===== src/rtl/booth_pkg.sv =====
// Shared definitions for the radix-4 Booth sequential multiplier.
//  - DEFAULT_WIDTH : default operand width
//  - state_t       : controller states (IDLE / RUN / DONE)
//  - sel_t         : partial-product magnitude select (ZERO / ONE / TWO)
package booth_pkg;

  localparam int DEFAULT_WIDTH = 8;

  typedef enum logic [1:0] {
    ST_IDLE = 2'd0,
    ST_RUN  = 2'd1,
    ST_DONE = 2'd2
  } state_t;

  typedef enum logic [1:0] {
    SEL_ZERO = 2'd0,
    SEL_ONE  = 2'd1,
    SEL_TWO  = 2'd2
  } sel_t;

endpackage


===== src/rtl/booth_r4_enc.sv =====
// Radix-4 Booth digit encoder (purely combinational).
// Ports:
//  window  in  3  multiplier bits {y[2i+1], y[2i], y[2i-1]}
//  neg     out 1  digit is negative
//  sel_2x  out 1  digit magnitude is 2
//  zero    out 1  digit is zero
module booth_r4_enc
  import booth_pkg::*;
(
  input  logic [2:0] window,
  output logic       neg,
  output logic       sel_2x,
  output logic       zero
);

  sel_t sel_s;
  logic neg_s;

  // Map the 3-bit window to the digit d = -2*w[2] + w[1] + w[0].
  always_comb begin
    sel_s = SEL_ZERO;
    neg_s = 1'b0;
    case (window)
      3'b000: begin sel_s = SEL_ZERO; neg_s = 1'b0; end
      3'b001: begin sel_s = SEL_ONE;  neg_s = 1'b0; end
      3'b010: begin sel_s = SEL_ONE;  neg_s = 1'b0; end
      3'b011: begin sel_s = SEL_TWO;  neg_s = 1'b0; end
      3'b100: begin sel_s = SEL_TWO;  neg_s = 1'b1; end
      3'b101: begin sel_s = SEL_ONE;  neg_s = 1'b1; end
      3'b110: begin sel_s = SEL_ONE;  neg_s = 1'b1; end
      // 3'b111 is d = 0; treat as a plain zero (no negation needed).
      default: begin sel_s = SEL_ZERO; neg_s = 1'b0; end
    endcase
  end

  assign neg    = neg_s;
  assign sel_2x = (sel_s == SEL_TWO);
  assign zero   = (sel_s == SEL_ZERO);

endmodule


===== src/rtl/booth_r4_seq_mult.sv =====
// Sequential radix-4 Booth multiplier: one signed operand pair in, one signed
// product out, two multiplier bits retired per RUN cycle.
// Ports:
//  clk           in  1        rising-edge clock
//  rst           in  1        synchronous active-high reset
//  in_valid      in  1        operand pair valid
//  in_ready      out 1        accepting operands (controller idle)
//  multiplicand  in  WIDTH    signed x
//  multiplier    in  WIDTH    signed y
//  out_valid     out 1        product valid, held until out_ready
//  out_ready     in  1        downstream accepts product
//  product       out 2*WIDTH  signed x*y, registered
module booth_r4_seq_mult
  import booth_pkg::*;
#(
  parameter int WIDTH = DEFAULT_WIDTH
) (
  input  logic                 clk,
  input  logic                 rst,
  input  logic                 in_valid,
  output logic                 in_ready,
  input  logic [WIDTH-1:0]     multiplicand,
  input  logic [WIDTH-1:0]     multiplier,
  output logic                 out_valid,
  input  logic                 out_ready,
  output logic [2*WIDTH-1:0]   product
);

  localparam int PW    = 2 * WIDTH;
  localparam int CNT_W = (WIDTH / 2 > 1) ? $clog2(WIDTH / 2) : 1;
  localparam logic [CNT_W-1:0] LAST_DIGIT = CNT_W'(WIDTH / 2 - 1);
  localparam logic [PW-1:0]    PP_ONE     = {{(PW-1){1'b0}}, 1'b1};

  state_t           state_r;
  logic [WIDTH-1:0] x_r;
  logic [WIDTH-1:0] y_r;      // shifts right two bits per digit
  logic             y_prev_r; // y[2i-1] for the current digit
  logic [CNT_W-1:0] cnt_r;
  logic [PW-1:0]    acc_r;

  logic             neg_s;
  logic             sel_2x_s;
  logic             zero_s;
  logic [WIDTH:0]   pp9_s;
  logic [PW-1:0]    pp_ext_s;
  logic [PW-1:0]    pp_signed_s;
  logic [PW-1:0]    acc_next_s;

  assign in_ready = (state_r == ST_IDLE);

  booth_r4_enc u_enc (
    .window (({y_r[1:0], y_prev_r})),
    .neg    (neg_s),
    .sel_2x (sel_2x_s),
    .zero   (zero_s)
  );

  // Form the signed partial product for the current digit and the next accumulator.
  always_comb begin
    pp9_s = '0;
    if (zero_s) begin
      pp9_s = '0;
    end else if (sel_2x_s) begin
      // 9-bit 2x is exact even for x = -2^(W-1).
      pp9_s = {x_r, 1'b0};
    end else begin
      pp9_s = {x_r[WIDTH-1], x_r};
    end
    pp_ext_s = {{(PW-WIDTH-1){pp9_s[WIDTH]}}, pp9_s};
    if (neg_s) begin
      pp_signed_s = ~pp_ext_s + PP_ONE;
    end else begin
      pp_signed_s = pp_ext_s;
    end
    acc_next_s = acc_r + (pp_signed_s << {cnt_r, 1'b0});
  end

  // Controller, operand registers, accumulator and registered outputs.
  always_ff @(posedge clk) begin
    if (rst) begin
      state_r   <= ST_IDLE;
      x_r       <= '0;
      y_r       <= '0;
      y_prev_r  <= 1'b0;
      cnt_r     <= '0;
      acc_r     <= '0;
      product   <= '0;
      out_valid <= 1'b0;
    end else begin
      case (state_r)
        ST_IDLE: begin
          if (in_valid) begin
            x_r      <= multiplicand;
            y_r      <= multiplier;
            y_prev_r <= 1'b0;
            cnt_r    <= '0;
            acc_r    <= '0;
            state_r  <= ST_RUN;
          end else begin
            state_r  <= ST_IDLE;
          end
        end
        ST_RUN: begin
          acc_r    <= acc_next_s;
          y_r      <= y_r >> 2;
          y_prev_r <= y_r[1];
          cnt_r    <= cnt_r + {{(CNT_W-1){1'b0}}, 1'b1};
          if (cnt_r == LAST_DIGIT) begin
            product   <= acc_next_s;
            out_valid <= 1'b1;
            state_r   <= ST_DONE;
          end else begin
            state_r   <= ST_RUN;
          end
        end
        ST_DONE: begin
          if (out_ready) begin
            out_valid <= 1'b0;
            state_r   <= ST_IDLE;
          end else begin
            state_r   <= ST_DONE;
          end
        end
        default: begin
          out_valid <= 1'b0;
          state_r   <= ST_IDLE;
        end
      endcase
    end
  end

endmodule

===== config.mk =====
export PLATFORM = sky130hd
export DESIGN_NAME = booth_r4_seq_mult
export DESIGN_NICKNAME = d
export VERILOG_FILES = /design/src/rtl/booth_pkg.sv /design/src/rtl/booth_r4_enc.sv /design/src/rtl/booth_r4_seq_mult.sv
export SDC_FILE = /design/constraint.sdc
export NUM_CORES = 1
export LEC_CHECK = 0
export CORE_MARGIN = 2
export CORE_UTILIZATION = 25
export DETAILED_ROUTE_END_ITERATION = 16
export MAX_ROUTING_LAYER = met4
export SLEW_MARGIN = 20
export SYNTH_ARGS = -nofsm -noshare
export SYNTH_HDL_FRONTEND = slang
export SYNTH_HIERARCHICAL = 1
export SYNTH_SLANG_ARGS = --single-unit

===== constraint.sdc =====
create_clock -name clk -period 6.9 [get_ports clk]
set_input_delay 0.69 -clock clk [delete_from_list [all_inputs] [get_ports clk]]
set_output_delay 0.69 -clock clk [all_outputs]
set_load 0.01 [all_outputs]

# ---- Yosys cells after proc, flatten, opt, wreduce, memory -nomap -nowiden
# Index checks and enable logic that the tools add are counted.
dict set report op_classes {
  eq_ne 13
  n_reduce_logical 10
  n_mux 20
  n_addsub 3
  n_shift 1
  bitwise 2
}
# operator count
set ops {}
lappend ops {{two-way mux 16 bit} 2}
lappend ops {{case mux 16 bit (2 select lines)} 1}
lappend ops {{adder 16 x 1 -> 16 bit, second input constant} 1}
lappend ops {{adder 16 bit} 1}
lappend ops {{two-way mux 8 bit} 2}
lappend ops {{inverter 16 bit} 1}
lappend ops {{case mux 8 bit (2 select lines)} 1}
lappend ops {{left shift 16 x 3 -> 16 bit} 1}
lappend ops {{== test 3 bit, second input constant} 3}
lappend ops {{two-way mux 9 bit} 1}
lappend ops {{case mux 2 bit (2 select lines)} 2}
lappend ops {{== test 2 bit, second input constant} 3}
lappend ops {{== test 3 x 2 -> 1 bit, second input constant} 2}
lappend ops {{two-way mux 2 bit} 3}
lappend ops {{!= test 2 bit, second input constant} 3}
lappend ops {{case mux 2 bit (3 select lines)} 1}
lappend ops {{AND reduction 2 bit} 3}
lappend ops {{two-way mux 1 bit} 5}
lappend ops {{logical NOT 2 bit} 2}
lappend ops {{OR reduction 4 bit} 1}
lappend ops {{== test 3 x 1 -> 1 bit, second input constant} 1}
lappend ops {{case mux 1 bit (3 select lines)} 1}
lappend ops {{AND reduction 3 bit} 1}
lappend ops {{OR reduction 3 bit} 1}
lappend ops {{other kinds (6)} 6}
dict set report totals {
  ff_bits 54
  out_inout_bits 18
  word_cells 57
}

# ---- Depth between registers and ports, before layout
dict set report depth {
  word_depth 12
  depth_mapped 22
  ltp_nobuf 20
}

# ---- Modules after synthesis
# Netlist, hierarchy kept.
# module area_per_inst_um2 seq_area_each_um2 n_inst cells_each
set by_module_without_submodules {}
lappend by_module_without_submodules {booth_r4_seq_mult 3533.4 1081.0 1 473}
lappend by_module_without_submodules {booth_r4_enc 90.1 0.0 1 10}

# ---- Least setup slack after synthesis
# OpenSTA, ideal clock, no wires.
dict set report synth_path {
  path_kind {reg-to-reg}
  from {reg y_prev_r}
  to {reg acc_r[13]}
  path_slack_ps 2504
  setup_ps 117
  stages_incl_launch_ff 21
  t_required_ps 6783
  period_less_slack_ps 4396
  t_arrival_ps 4279
  cell_sequence {dfxtp_1 -> inv_1 -> ha_1 -> mux2i_1 -> and2b_2 -> clkbuf_1 -> clkbuf_1 -> nor2_1 -> nand2_1 -> ha_1 -> o21ai_2 -> and3_4 -> or2_0 -> mux4_2 -> ha_1 -> a21oi_1 -> nand2_1 -> nor4_1 -> o31ai_1 -> xor2_1 -> a22o_1}
}
dict set report synth_between {
  elab_cells_between_ends 21
  classes_between {add/sub (2); eq/ne (7); shift (1); mux (6); bitwise (1); reduce/logical (4)}
}
# element line_no
set synth_lines {}
lappend synth_lines {{start, declared} booth_r4_seq_mult.sv:37} ;# logic y_prev_r;
lappend synth_lines {{start signal, assigned} booth_r4_seq_mult.sv:106} ;# y_prev_r <= y_r[1];
lappend synth_lines {{== test 3 x 1 -> 1 bit, or another cell as far along} booth_r4_enc.sv:23} ;# case (window)
lappend synth_lines {{OR reduction 4 bit (no source line) / OR reduction 2 bit (equally long branches)} --}
lappend synth_lines {{case mux 2 bit (2 select lines) (*)} booth_r4_enc.sv:23}
lappend synth_lines {{logical NOT 2 bit (*)} booth_r4_enc.sv:38} ;# assign zero = (sel_s == SEL_ZERO);
lappend synth_lines {{named net zero_s} booth_r4_seq_mult.sv:43} ;# logic zero_s;
lappend synth_lines {{two-way mux 9 bit (*)} booth_r4_seq_mult.sv:61} ;# if (zero_s) begin
lappend synth_lines {{inverter 16 bit} booth_r4_seq_mult.sv:71} ;# pp_signed_s = ~pp_ext_s + PP_ONE;
lappend synth_lines {{adder 16 x 1 -> 16 bit} booth_r4_seq_mult.sv:71}
lappend synth_lines {{two-way mux 16 bit (*)} booth_r4_seq_mult.sv:70} ;# if (neg_s) begin
lappend synth_lines {{left shift 16 x 3 -> 16 bit (*)} booth_r4_seq_mult.sv:75} ;# acc_next_s = acc_r + (pp_signed_s << {cnt_r, 1'b0});
lappend synth_lines {{adder 16 bit (*)} booth_r4_seq_mult.sv:75}
lappend synth_lines {{case mux 16 bit (2 select lines) (*)} booth_r4_seq_mult.sv:90} ;# case (state_r)
lappend synth_lines {{end signal, assigned} booth_r4_seq_mult.sv:104} ;# acc_r <= acc_next_s;
lappend synth_lines {{end, declared} booth_r4_seq_mult.sv:39} ;# logic [PW-1:0] acc_r;
# Mark *: on every way through the listed nets, which the timed path passes. The rest lies on a longest branch.
# A chain may end at the register's enable or synchronous reset.

# ---- Worst setup path after layout
dict set report layout_path {
  from {reg y_prev_r}
  to {reg acc_r[15]}
}
dict set report layout_between {
  elab_chain_len 12
  elab_cells_between_ends 21
  classes_between {add/sub (2); eq/ne (7); shift (1); mux (6); bitwise (1); reduce/logical (4)}
}
# element line_no
set layout_rtl {}
lappend layout_rtl {{== test 3 x 1 -> 1 bit, or another cell as far along} booth_r4_enc.sv:23}
lappend layout_rtl {{OR reduction 4 bit (no source line) / OR reduction 2 bit (equally long branches)} --}
lappend layout_rtl {{case mux 2 bit (2 select lines) (*)} booth_r4_enc.sv:23}
lappend layout_rtl {{== test 2 bit (*)} booth_r4_enc.sv:37} ;# assign sel_2x = (sel_s == SEL_TWO);
lappend layout_rtl {{named net sel_2x_s} booth_r4_seq_mult.sv:42} ;# logic sel_2x_s;
lappend layout_rtl {{two-way mux 8 bit (*)} booth_r4_seq_mult.sv:63} ;# end else if (sel_2x_s) begin
lappend layout_rtl {{two-way mux 9 bit (*)} booth_r4_seq_mult.sv:61}
lappend layout_rtl {{inverter 16 bit} booth_r4_seq_mult.sv:71}
lappend layout_rtl {{adder 16 x 1 -> 16 bit} booth_r4_seq_mult.sv:71}
lappend layout_rtl {{two-way mux 16 bit (*)} booth_r4_seq_mult.sv:70}
lappend layout_rtl {{left shift 16 x 3 -> 16 bit (*)} booth_r4_seq_mult.sv:75}
lappend layout_rtl {{adder 16 bit (*)} booth_r4_seq_mult.sv:75}
lappend layout_rtl {{case mux 16 bit (2 select lines) (*)} booth_r4_seq_mult.sv:90}
# Marked as above.

==> metrics.md <==
| Metric | Value |
|---|---|
| Synth top area cells | sky130_fd_sc_hd__dfxtp_1 (30%), sky130_fd_sc_hd__nand2_1 (9.0%), sky130_fd_sc_hd__ha_1 (7.6%), sky130_fd_sc_hd__a21oi_1 (7.5%), sky130_fd_sc_hd__nor2_1 (3.7%) |
| CTS H-Tree Depth | 2 |
| Maximum frequency from static timing analysis | 0.196 GHz |
| Combinational share of power | 0.223 |
| Area added between synthesis and finish | 18.5% |
| Number of instances in the synthesized netlist | 483 |
| Reg2reg start | y_prev_r$_SDFFE_PP0P_ |
| Core region area | 14,000 um2 |
| Initial antenna violation count | 0 |
| Initial core utilization | 0.258 |
| Arrival time of the worst setup path | 5.33 ns |
| WS Path Type | register to register |
| Clock tree skew after final layout | 0.00973 ns |
| CTS tree | done |
| Flop2flop setup slack | 1.79 ns |
| Via count | 3,516 |
| Transition time at the pin with the least slew margin | 0.994 ns |
| Number of remaining DRC errors | 0 |
| Via-to-Cell Ratio | 5.14 |
| Yosys warnings | 6 |
| Power density of the placed cells | 184 nW/um2 |
| Minimum period implied by the final worst setup slack | 5.11 ns |
| Worst setup path start | y_prev_r$_SDFFE_PP0P_ |
| First drt pass iteration count | 4 |
| Worst EP required | 7.12 ns |
| Fraction of registers with async set/reset | 0 |
| Sequential cell fraction of total power | 0.429 |
| Post-synthesis sequential element count | 54 |
| Final total negative setup slack | 0 ns |
| Routed WL | 9220 um |
| Maximum number of pins on one net before global-route repair | 54 |
| Net switching power of the design | 241 uW |
| CP startpoint kind | register |
| Unrepaired setup endpoints after global routing | no |
| Count of nets after finishing | 546 |
| Length in cells of the worst reg-to-reg path | 17 |
| Number of clock sinks | 54 |
| Worst Path Max Fanout | 16 |
| Most common flop cell mapped by yosys | sky130_fd_sc_hd__dfxtp_1 |
| Cell leakage power | 1.61 nW |
| Reg-to-reg critical path endpoint | acc_r[15]$_SDFFE_PP0P_ |
| Net switching fraction of the power | 0.305 |
| Final weighted congestion in routability-driven placement | 0.927 |
| I/O pin count | 38 |
| Die area | 15,500 um2 |
| Post-synthesis net count | 526 |
| Commonest non-fill, non-tap cell in the layout | sky130_fd_sc_hd__nand2_1 |
| Total power | 788 uW |
| Iter 0 DRT Violations | 166 |
| Worst hold endpoint | acc_r[10]$_SDFFE_PP0P_ |
| Number of flops mapped to enable cells by yosys | 0 |
| CTS root buffer | sky130_fd_sc_hd__clkbuf_16 |
| Post-CTS setup-driven buffer insertion count | 0 |
| Count of cells resized by post-cts repair | 0 |
| Sequential fraction of the synthesis area | 0.298 |
| Tightest Hold Check Type | register to register |
| Number of different library cells in the post-synthesis netlist | 63 |
| Syn avg cell area | 7.50 um2 |
| Maximum ir drop on the vdd rail | 0.0000910 V |
| Summed instance area of the synthesized netlist | 3620 um2 |
| N_diodes | 0 |
| Leading area contributor after synthesis | sky130_fd_sc_hd__dfxtp_1 |
| Final Cycle Share | 0.740 |
| Most frequent cells in the layout | sky130_fd_sc_hd__nand2_1 (87), sky130_fd_sc_hd__a21oi_1 (54), sky130_fd_sc_hd__dfxtp_1 (54) |
| Count of max-cap constraint violations | 0 |
| Overall track demand over capacity in global routing | 0.121 |
| Share of Yosys cell area claimed by the top area cell type | 0.298 |
| Final Hold Violating Endpoints | 0 |
| DP HPWL | 6880 um |
| Chip width | 124 um |
| Vertical die dimension | 124 um |
| Clock edge transition at the registers on the reported setup and hold paths | 0.07 ns |
| Outcome | finished clean |
| Number of instances on the worst hold path | 2 |
| TritonCTS Buffers | 5 |
| Final routed wire length divided by cell count | 13.5 um |
| Cell Rows | 43 |
| Number of slew-limit violations in the final report | 0 |
| Wire length of the first global-routing pass | 15,500 um |
| Later-pin clock latency in the skew report | 0.30 ns |
| Buffers on Ports | 37 |
| Number of failing setup endpoints in the final timing report | 0 |
| Number of global-route vias before repair | 3,295 |
| Fraction of layout cells with a size suffix above 1 | 0.0496 |
| Worst max-slew margin expressed relative to the limit | 0.337 |
| Internal power summed over all cells | 548 uW |
| Hold_buf cts | 0 |
| Final global-route overflow total | 0 |
| Hold Crit Start | acc_r[10]$_SDFFE_PP0P_ |
| Clock share of power | 0.348 |
| DRT antenna net count | 0 |
| Clock Path Buffers | 2 |
| Setup crit end kind | register |
-- critical path, cell delays in order, from the launching register on --
cell                       delay (ns)
sky130_fd_sc_hd__dfxtp_1         0.38
sky130_fd_sc_hd__inv_1           0.08
sky130_fd_sc_hd__ha_1            0.30
sky130_fd_sc_hd__nor2_1          0.76
sky130_fd_sc_hd__mux2i_1         0.30
sky130_fd_sc_hd__or2_2           0.14
sky130_fd_sc_hd__ha_1            0.25
sky130_fd_sc_hd__o21ai_2         0.11
sky130_fd_sc_hd__and3_4          0.21
sky130_fd_sc_hd__or2_0           0.22
sky130_fd_sc_hd__mux4_2          0.47
sky130_fd_sc_hd__ha_1            0.36
sky130_fd_sc_hd__a21oi_1         0.25
sky130_fd_sc_hd__nand2_1         0.16
sky130_fd_sc_hd__nor4_1          0.48
sky130_fd_sc_hd__o211ai_1        0.20
sky130_fd_sc_hd__and2_1          0.19
sky130_fd_sc_hd__o211ai_1        0.16
-- power groups by stage --
stage	clock network (mW)	logic [mW]	registers, mW
floorplan	0	0.136	0.339
global placement	0	0.173	0.345
detailed placement	0	0.176	0.346
CTS	0.282	0.177	0.339
global route	0.295	0.198	0.341
finish	0.274	0.176	0.339
-- synthesized netlist by cell type, types with 6 or more instances --
master and count:
sky130_fd_sc_hd__nand2b_1 8, sky130_fd_sc_hd__ha_1 22, sky130_fd_sc_hd__inv_1 7, sky130_fd_sc_hd__o211ai_1 6, sky130_fd_sc_hd__o21ai_0 24, sky130_fd_sc_hd__mux2i_1 8
sky130_fd_sc_hd__nand3_1 22, sky130_fd_sc_hd__a21oi_1 54, sky130_fd_sc_hd__a311oi_1 7, sky130_fd_sc_hd__nor2_1 36, sky130_fd_sc_hd__nand2_1 87, sky130_fd_sc_hd__a211oi_1 8
sky130_fd_sc_hd__clkbuf_1 25, sky130_fd_sc_hd__o31ai_1 7, sky130_fd_sc_hd__nor3_1 10, sky130_fd_sc_hd__xnor2_1 10, sky130_fd_sc_hd__o21ai_1 7, sky130_fd_sc_hd__dfxtp_1 54
-- stage by stage --
stage	area, um2	util	hold slack [ns]	std cells	setup WS (ns)
5_1_grt	4300	0.306	0.476	684	1.35
6_report	4300	0.306	0.451	684	1.79
3_3_place_gp	4130	0.294	0.441	676	2.09
3_5_place_dp	4130	0.294	0.444	676	1.89
4_1_cts	4300	0.306	0.453	684	1.87
2_1_floorplan	3620	-	0.422	483	2.50
-- metal layers --
layer	GRT usage	wire, um	up-vias
met3	0.0262	400	13
met5	-	0	-
met2	0.186	4120	90
met4	0.0410	150	0
met1	0.158	4550	1622
li1	-	-	1791
-- area by class of cell --
type                            instances  area, um2
Clock inverter                          1       8.76
Timing Repair Buffer                   40        388
Clock buffer                            7        153
Sequential cell                        54       1080
Inverter                                8       30.0
Fill cell                            1523       9750
Tap cell                              180        225
Multi-Input combinational cell        394       2410
-- worst max path at each step --
stage | end | slack (ns) | depth (start not counted)
finish | acc_r[15]$_SDFFE_PP0P_ | 1.79 | 17
global route | acc_r[13]$_SDFFE_PP0P_ | 1.35 | 17
CTS | acc_r[15]$_SDFFE_PP0P_ | 1.87 | 17
detailed placement | acc_r[15]$_SDFFE_PP0P_ | 1.89 | 17
global placement | acc_r[13]$_SDFFE_PP0P_ | 2.09 | 17
floorplan | acc_r[13]$_SDFFE_PP0P_ | 2.50 | 20
-- logic make-up (layout without fill, tap and decap cells) --
kind of cell    count (synthesis)  in the layout  share of synthesized area
simple gates                  200            200                      0.257
compound gates                145            145                      0.256
flops                          54             54                      0.298
buf+inv                        35             56                     0.0366
fa+ha+maj                      23             23                     0.0815
xor+xnor                       15             15                     0.0363
mux                            11             11                     0.0345
-- flip-flops by register name, summed over array words and instances (netlist names) --
register	cells
acc_r	16
cnt_r	2
out_valid	1
product	16
state_r	2
x_r	8
y_prev_r	1
y_r	8
Note: power is estimated with default switching activity, not from simulation.
